`src/rtl/regdst_pkg.sv`:
```
// Shared constants for the register-destination select and scoreboard block:
// destination-select codes and sticky error bit positions.
package regdst_pkg;
  localparam logic [2:0] SEL_RT = 3'b000;
  localparam logic [2:0] SEL_RD = 3'b001;
  localparam logic [2:0] SEL_SP = 3'b010;
  localparam logic [2:0] SEL_RA = 3'b011;
  localparam logic [2:0] SEL_X4 = 3'b100;
  localparam logic [2:0] SEL_X5 = 3'b101;

  localparam int ERR_W       = 2;
  localparam int ERR_ILL_SEL = 0;
  localparam int ERR_WB_MISS = 1;
endpackage

```
`src/rtl/regdst_scoreboard.sv`:
```
// Pending-write scoreboard: one bit per register (register 0 never tracked),
// set/clear arbitration with set priority, popcount tracking and RAW lookup.
module regdst_scoreboard #(
  parameter  int IDX_W = 5,
  localparam int NREGS = 1 << IDX_W
) (
  input  logic             clk,
  input  logic             reset,
  input  logic             set_en,
  input  logic [IDX_W-1:0] set_idx,
  input  logic             clr_en,
  input  logic [IDX_W-1:0] clr_idx,
  input  logic [IDX_W-1:0] rs_idx,
  input  logic [IDX_W-1:0] rt_idx,
  output logic [NREGS-1:0] pending,
  output logic [IDX_W:0]   pend_cnt,
  output logic             hazard,
  output logic             wb_miss
);
  logic [NREGS-1:0] pending_d, pending_q;
  logic [IDX_W:0]   cnt_d, cnt_q;
  logic             set_v, clr_v, net_set, net_clr;

  always_comb begin
    set_v   = set_en && (set_idx != '0);
    clr_v   = clr_en && (clr_idx != '0) && pending_q[clr_idx];
    wb_miss = clr_en && (clr_idx != '0) && !pending_q[clr_idx];
    // A clear of the index being set this cycle is swallowed by the set.
    net_set = set_v && !pending_q[set_idx];
    net_clr = clr_v && !(set_v && (set_idx == clr_idx));

    pending_d = pending_q;
    if (clr_v) pending_d[clr_idx] = 1'b0;
    if (set_v) pending_d[set_idx] = 1'b1;

    cnt_d = cnt_q;
    if (net_set && !net_clr)      cnt_d = cnt_q + 1'b1;
    else if (net_clr && !net_set) cnt_d = cnt_q - 1'b1;
  end

  always_ff @(posedge clk or negedge reset) begin
    if (!reset) begin
      pending_q <= '0;
      cnt_q     <= '0;
    end else begin
      pending_q <= pending_d;
      cnt_q     <= cnt_d;
    end
  end

  // Registered state only; a same-cycle writeback does not clear the hazard.
  assign hazard   = ((rs_idx != '0) && pending_q[rs_idx]) ||
                    ((rt_idx != '0) && pending_q[rt_idx]);
  assign pending  = pending_q;
  assign pend_cnt = cnt_q;
endmodule

```
`src/rtl/regdst_scoreboard_unit.sv`:
```
// Registered register-destination select with pending-write scoreboard:
// decodes the destination, gates allocation on WAW state, and tracks errors.
module regdst_scoreboard_unit
  import regdst_pkg::*;
#(
  parameter  int          IDX_W  = 5,
  parameter  int          SEL_W  = 3,
  parameter  int          SP_IDX = 29,
  parameter  int          RA_IDX = 31,
  localparam int          NREGS  = 1 << IDX_W
) (
  input  logic             clk,
  input  logic             reset,
  input  logic [IDX_W-1:0] data0,
  input  logic [IDX_W-1:0] data1,
  input  logic [IDX_W-1:0] data4,
  input  logic [IDX_W-1:0] data5,
  input  logic [SEL_W-1:0] RegDst,
  input  logic             issue_valid,
  output logic             issue_ready,
  output logic [IDX_W-1:0] dest_out,
  output logic             dest_valid,
  input  logic             wb_valid,
  input  logic [IDX_W-1:0] wb_idx,
  input  logic [IDX_W-1:0] rs_idx,
  input  logic [IDX_W-1:0] rt_idx,
  output logic             hazard,
  output logic [NREGS-1:0] pending,
  output logic [IDX_W:0]   pend_cnt,
  output logic [1:0]       err
);
  logic [IDX_W-1:0] sel_idx, dest_d, dest_q;
  logic             sel_ill, accept, dv_d, dv_q, wb_miss;
  logic [ERR_W-1:0] err_d, err_q;

  always_comb begin
    sel_ill = 1'b0;
    sel_idx = '0;
    case (RegDst)
      SEL_W'(SEL_RT): sel_idx = data0;
      SEL_W'(SEL_RD): sel_idx = data1;
      SEL_W'(SEL_SP): sel_idx = IDX_W'(SP_IDX);
      SEL_W'(SEL_RA): sel_idx = IDX_W'(RA_IDX);
      SEL_W'(SEL_X4): sel_idx = data4;
      SEL_W'(SEL_X5): sel_idx = data5;
      default:        sel_ill = 1'b1;
    endcase
  end

  // A writeback retiring the selected register this cycle frees it for reuse.
  assign issue_ready = (sel_idx == '0) || !pending[sel_idx] ||
                       (wb_valid && (wb_idx == sel_idx));
  assign accept      = issue_valid && issue_ready;

  always_comb begin
    dest_d = accept ? sel_idx : dest_q;
    dv_d   = accept;
    err_d  = err_q;
    if (issue_valid && sel_ill) err_d[ERR_ILL_SEL] = 1'b1;
    if (wb_miss)                err_d[ERR_WB_MISS] = 1'b1;
  end

  always_ff @(posedge clk or negedge reset) begin
    if (!reset) begin
      dest_q <= '0;
      dv_q   <= 1'b0;
      err_q  <= '0;
    end else begin
      dest_q <= dest_d;
      dv_q   <= dv_d;
      err_q  <= err_d;
    end
  end

  regdst_scoreboard #(.IDX_W(IDX_W)) u_sb (
    .clk      (clk),
    .reset    (reset),
    .set_en   (accept),
    .set_idx  (sel_idx),
    .clr_en   (wb_valid),
    .clr_idx  (wb_idx),
    .rs_idx   (rs_idx),
    .rt_idx   (rt_idx),
    .pending  (pending),
    .pend_cnt (pend_cnt),
    .hazard   (hazard),
    .wb_miss  (wb_miss)
  );

  assign dest_out   = dest_q;
  assign dest_valid = dv_q;
  assign err        = err_q;
endmodule

```
`config.mk`:
```
export PLATFORM = sky130hd
export DESIGN_NAME = regdst_scoreboard_unit
export DESIGN_NICKNAME = d
export VERILOG_FILES = /design/src/rtl/regdst_pkg.sv /design/src/rtl/regdst_scoreboard.sv /design/src/rtl/regdst_scoreboard_unit.sv
export SDC_FILE = /design/constraint.sdc
export NUM_CORES = 1
export LEC_CHECK = 0
export ABC_AREA = 1
export CORE_MARGIN = 1.5
export CORE_UTILIZATION = 28
export DETAILED_ROUTE_END_ITERATION = 12
export SLEW_MARGIN = 20
export SYNTH_ARGS = -nofsm -noshare
export SYNTH_HDL_FRONTEND = slang
export SYNTH_SLANG_ARGS = --single-unit
export TNS_END_PERCENT = 5
```
`constraint.sdc`:
```
create_clock -name clk -period 9.3 [get_ports clk]
set_input_delay 1.86 -clock clk [delete_from_list [all_inputs] [get_ports clk]]
set_output_delay 1.86 -clock clk [all_outputs]
set_load 0.03 [all_outputs]
```
# Word-level counts from Yosys, hierarchy flattened
# Cells that the tools add are included.
dict set report op_classes {
  eq_ne 7
  reduce_logical 32
  n_lt_le_gt_ge 6
  mux 18
  addsub 2
  bitwise 3
}
# op n
set op_table {}
lappend op_table {{32-bit 2-to-1 mux} 2}
lappend op_table {{32-bit bitwise AND} 1}
lappend op_table {{32-bit inverter} 1}
lappend op_table {{32-bit bitwise OR} 1}
lappend op_table {{5-bit case mux with 6 select lines} 1}
lappend op_table {{5-bit by 6-bit < comparator with 1-bit output, second input constant} 4}
lappend op_table {{1-bit binary-select mux with 5-bit select} 4}
lappend op_table {{5-bit nonzero test} 4}
lappend op_table {{1-bit logical AND} 16}
lappend op_table {{6-bit 2-to-1 mux} 2}
lappend op_table {{1-bit demux with 5-bit select} 2}
lappend op_table {{5-bit equality test} 2}
lappend op_table {{5-bit by 1-bit greater-or-equal comparator with 1-bit output, second input constant} 2}
lappend op_table {{1-bit 2-to-1 mux} 7}
lappend op_table {{6-bit by 1-bit adder with 6-bit output, second input constant} 1}
lappend op_table {{3-bit by 2-bit equality test with 1-bit output, second input constant} 2}
lappend op_table {{3-bit equality test, second input constant} 2}
lappend op_table {{6-bit OR reduction} 1}
lappend op_table {{6-bit by 1-bit subtractor with 6-bit output, second input constant} 1}
lappend op_table {{1-bit logical NOT} 5}
lappend op_table {{5-bit logical NOT} 1}
lappend op_table {{3-bit by 1-bit equality test with 1-bit output, second input constant} 1}
lappend op_table {{3-bit logical NOT} 1}
lappend op_table {{1-bit logical OR} 3}
lappend op_table {{2-bit nonzero test} 1}
dict set report totals {
  word_cells 74
  regBits 46
}

# Longest topological paths before layout
dict set report depth {
  word_depth 15
  mapped_depth 30
  ltp_nobuf 28
}

# Cells and area by module
# From an unflattened synthesis, not the netlist that was laid out.
dict set report hier_totals {
  cells_unflattened 774
  area_unflattened_um2 4445.5
}
# module n_inst cells_each area_per_inst_um2
set modules_own_cells {}
lappend modules_own_cells {regdst_scoreboard 1 592 3407.0}
lappend modules_own_cells {regdst_scoreboard_unit 1 182 1038.5}

# Least setup slack after synthesis
# Ideal clock, no wire load.
dict set report synth_path {
  path_kind {input-to-output}
  from {input port RegDst[2]}
  to {output port issue_ready}
  cell_stages 15
  required_time_ns 7.440
  n_path_buf 2
  arrival_ns 3.252
  setup_slack_ns 4.188
  path_cell_list {buf_4 inv_2 nand3_1 nand2_2 nor2_8 nand2_4 buf_6 nand2_1 nand2_1 nand2_1 nand2_1 nand2_1 nand2_2 nor2_4 nand3_4}
}
dict set report synth_via {
  elab_chain_cells 7
  elab_cells_between_ends 15
}
# item line
set synth_lines {}
lappend synth_lines {{start: declaration} regdst_scoreboard_unit.sv:18} ;# input logic [SEL_W-1:0] RegDst,
lappend synth_lines {{3-bit equality test (tied with other cells)} regdst_scoreboard_unit.sv:39} ;# case (RegDst)
lappend synth_lines {{5-bit case mux with 6 select lines (*)} regdst_scoreboard_unit.sv:39}
lappend synth_lines {{1-bit binary-select mux with 5-bit select} regdst_scoreboard_unit.sv:51} ;# assign issue_ready = (sel_idx == '0) || !pending[sel_idx] ||
lappend synth_lines {{1-bit 2-to-1 mux (implied by the code)} regdst_scoreboard_unit.sv:51}
lappend synth_lines {{1-bit logical NOT} regdst_scoreboard_unit.sv:51}
lappend synth_lines {{1-bit logical OR} regdst_scoreboard_unit.sv:51}
lappend synth_lines {{1-bit logical OR (*)} regdst_scoreboard_unit.sv:51}
lappend synth_lines {{end: declaration} regdst_scoreboard_unit.sv:20} ;# output logic issue_ready,
# Mark *: on every way between the ends. The rest lies on a longest branch, timed or not. The select of a mux whose other input is x is not followed.

# Worst setup path in the final report
# Ends and elaborated chain as after synthesis.

==> flow_metrics.env <==
export IMPL_status="finished, final reports clean"
export IMPL_synth_most_common_cell="nand2_1"
export IMPL_syn_inst=682
export IMPL_dpl_cell_area_um2=5150
export IMPL_seq_area_um2=1150
export IMPL_drtAntennaViolNets=0
export IMPL_synth_commonest_cells="nand2_1, o21ai_0, inv_1, nor2_1, dfrtp_1"
export IMPL_dieArea_um2=15600
export IMPL_cts_setup_buffers=0
export IMPL_cts_tree="yes"
export IMPL_die_x_um=125
export IMPL_final_nets=800
export IMPL_fillers=1626
export IMPL_cellLeakagePower_uw=0.00242
export IMPL_skew_ns=0.00527
export IMPL_crit_chain="clkdlybuf4s50_1 > inv_2 > nand3_1 > inv_2 > nand2_1 > nand2_1 > nor2_2 > inv_2 > nor2_1 > inv_1 > nor2_1 > nor2_1 > nand3_4 > clkdlybuf4s50_1"
export IMPL_cp_arrival_ns=4.92
export IMPL_max_slew_margin=0.324
export IMPL_drtIter0Drc=410
export IMPL_syn_area_um2=4170
export IMPL_num_rows=44
export IMPL_grt_util_all_layers=0.190
export IMPL_use_met2=0.309
export IMPL_grt_pass1_vias=4544
export IMPL_dp_hpwl_um=10800
export IMPL_synth_area_top_cells="dfrtp_1, nand2_1, o21ai_0, inv_1, nor2_1"
export IMPL_p_per_area_nw_per_um2=262
export IMPL_grt_max_degree=47
export IMPL_grt_busiest_layer="met2"
export IMPL_route_detailed_drc=0
export IMPL_worstSetupEndpointType="primary output"
export IMPL_cts_hold_fix_buffers=0
export IMPL_synth_top_area_frac=0.276
export IMPL_crit_required_ns=7.44
export IMPL_hp_class="reg -> reg"
export IMPL_fmax_mhz=147
export IMPL_ys_seq_elements=46
export IMPL_syn_avg_cell_area_um2=6.12
export IMPL_hold_viol=0
export IMPL_drtPass1Iterations=5
export IMPL_path_delay_family="buffers and inverters"
export IMPL_drv_cap=0
export IMPL_io_pin_count=90
export IMPL_htreeDepth=2
export IMPL_synth_edf_count=0
export IMPL_worstSetupPathType="in -> out"
export IMPL_yosys_warnings=0
export IMPL_yosysTopAreaCell="dfrtp_1"
export IMPL_wl_um=15100
export IMPL_use_met1=0.259
export IMPL_fin_area_um2=5300
export IMPL_ys_seq_area_frac=0.276
export IMPL_rsz0062_at_grt="false"
export IMPL_clock_root_buffer="clkbuf_16"
export IMPL_wire_per_inst_um=16.1
export IMPL_finalMaxSlewViolations=0
export IMPL_dp_worst_setup_slack_ns=2.53
export IMPL_worst_path_buf_inv=6
export IMPL_grt_ovfl_total=0
export IMPL_fin_crit_sh=0.729
export IMPL_critical_path_max_stage_delay_ns=0.71
export IMPL_die_height_um=125
export IMPL_core_um2=14500
export IMPL_ys_types=39
export IMPL_diodes=0
export IMPL_post_cts_resize_count=0
export IMPL_vias=4892
export IMPL_cp_start_kind="input pin"
export IMPL_async_flop_share=1.00
export IMPL_fin_tns_setup_ns=0
export IMPL_clock_latency_ns=0.29
export IMPL_synthesis_nets=730
export IMPL_setup_ws_ns=2.52
export IMPL_clk_pin_slew_worst_paths_ns=0.06
export IMPL_grt_util_met3=0.0338
export IMPL_grt_pass1_wl_um=24400
export IMPL_start_util=0.287
export IMPL_whs_ns=0.461
export IMPL_clk_path_buf_depth=2
export IMPL_critPathMaxFanout=12
export IMPL_clkSinkCount=46
export IMPL_peakVddDrop_mv=0.171
export IMPL_setup_violations=0
export IMPL_gp_congestion=0.908
export IMPL_syn_to_final_growth_pct=26.9
export IMPL_period_needed_ns=6.78
export IMPL_multiInputGateArea_um2=2560
export IMPL_drive_gt1_frac=0.0491
export IMPL_tightest_slew_ns=1.01
export IMPL_cts_buffers=5
export IMPL_antenna_found_initial=0
export IMPL_slowest_stage="clkdlybuf4s50_1"
export IMPL_synthFlopType="dfrtp_1"
export IMPL_io_buffers=89
export IMPL_via_per_inst=5.22
-- state kept, by name, summed over array words and instances (netlist names) --
register,flops
u_sb.pending,32
u_sb.pend_cnt,6
dest_out,5
err,2
dest_valid,1
-- final cells by class --
type                            instances  area share
Clock buffer                            7      0.0269
Multi-Input combinational cell        529       0.483
Inverter                               76      0.0539
Sequential cell                        46       0.217
Clock inverter                          1    0.000945
Tap cell                              184      0.0435
Timing Repair Buffer                   94       0.174
-- cell families after synthesis --
logic type,after synthesis,synth area share
and+or+nand+nor,384,0.410
AOI/OAI and AO/OA,137,0.179
buffers and inverters,107,0.111
DFF,46,0.276
adders and majority gates,6,0.0198
xor gates and xnor gates,2,0.00420
-- worst paths after layout --
path	depth (start not counted)	startpoint	to	slack (ns)
max in group asynchronous	2	reset	u_sb.pending[1]	7.21
worst min-delay path	0	u_sb.pending[0]	u_sb.pending[0]	0.46
worst max register to register	19	u_sb.pending[29]	u_sb.pend_cnt[5]	5.11
worst min register to register	0	u_sb.pending[0]	u_sb.pending[0]	0.46
min in group asynchronous	2	reset	u_sb.pending[25]	1.66
worst max-delay path	14	RegDst[2]	issue_ready	2.52
-- metrics by stage --
step	utilization	total power, µW	cells
CTS	0.364	1390	937
global placement	0.354	1200	929
floorplan	-	880	682
detailed placement	0.354	1200	929
global route	0.364	1480	937
finish	0.364	1390	937
-- layout by cell type (no fill, tap or decap), types with 3 or more instances in the layout --
cell type / instances
nand2_1: 216
o21ai_0: 89
clkdlybuf4s50_1: 88
inv_1: 68
nor2_1: 66
dfrtp_1: 46
nand4_1: 37
nand3_1: 34
a21oi_1: 20
o22ai_1: 9
nor3_1: 8
inv_2: 7
nand3b_1: 6
o211ai_1: 6
ha_1: 5
clkbuf_16: 5
buf_4: 5
nand2_2: 4
a31oi_1: 4
nor2_2: 3
-- power breakdown --
part	switching [µW]	internal (µW)
clock network	77.0	107
registers	112	283
logic	504	304
-- layer usage --
| layer | share of wire | wire (µm) | vias up |
|---|---|---|---|
| met1 | 0.46 | 6910 | 2257 |
| met3 | 0.074 | 1110 | 26 |
| li1 | - | - | 2395 |
| met2 | 0.44 | 6680 | 214 |
| met4 | 0.025 | 376 | 0 |
| met5 | 0 | 0 | - |
Power figures use the tool's default switching activity.
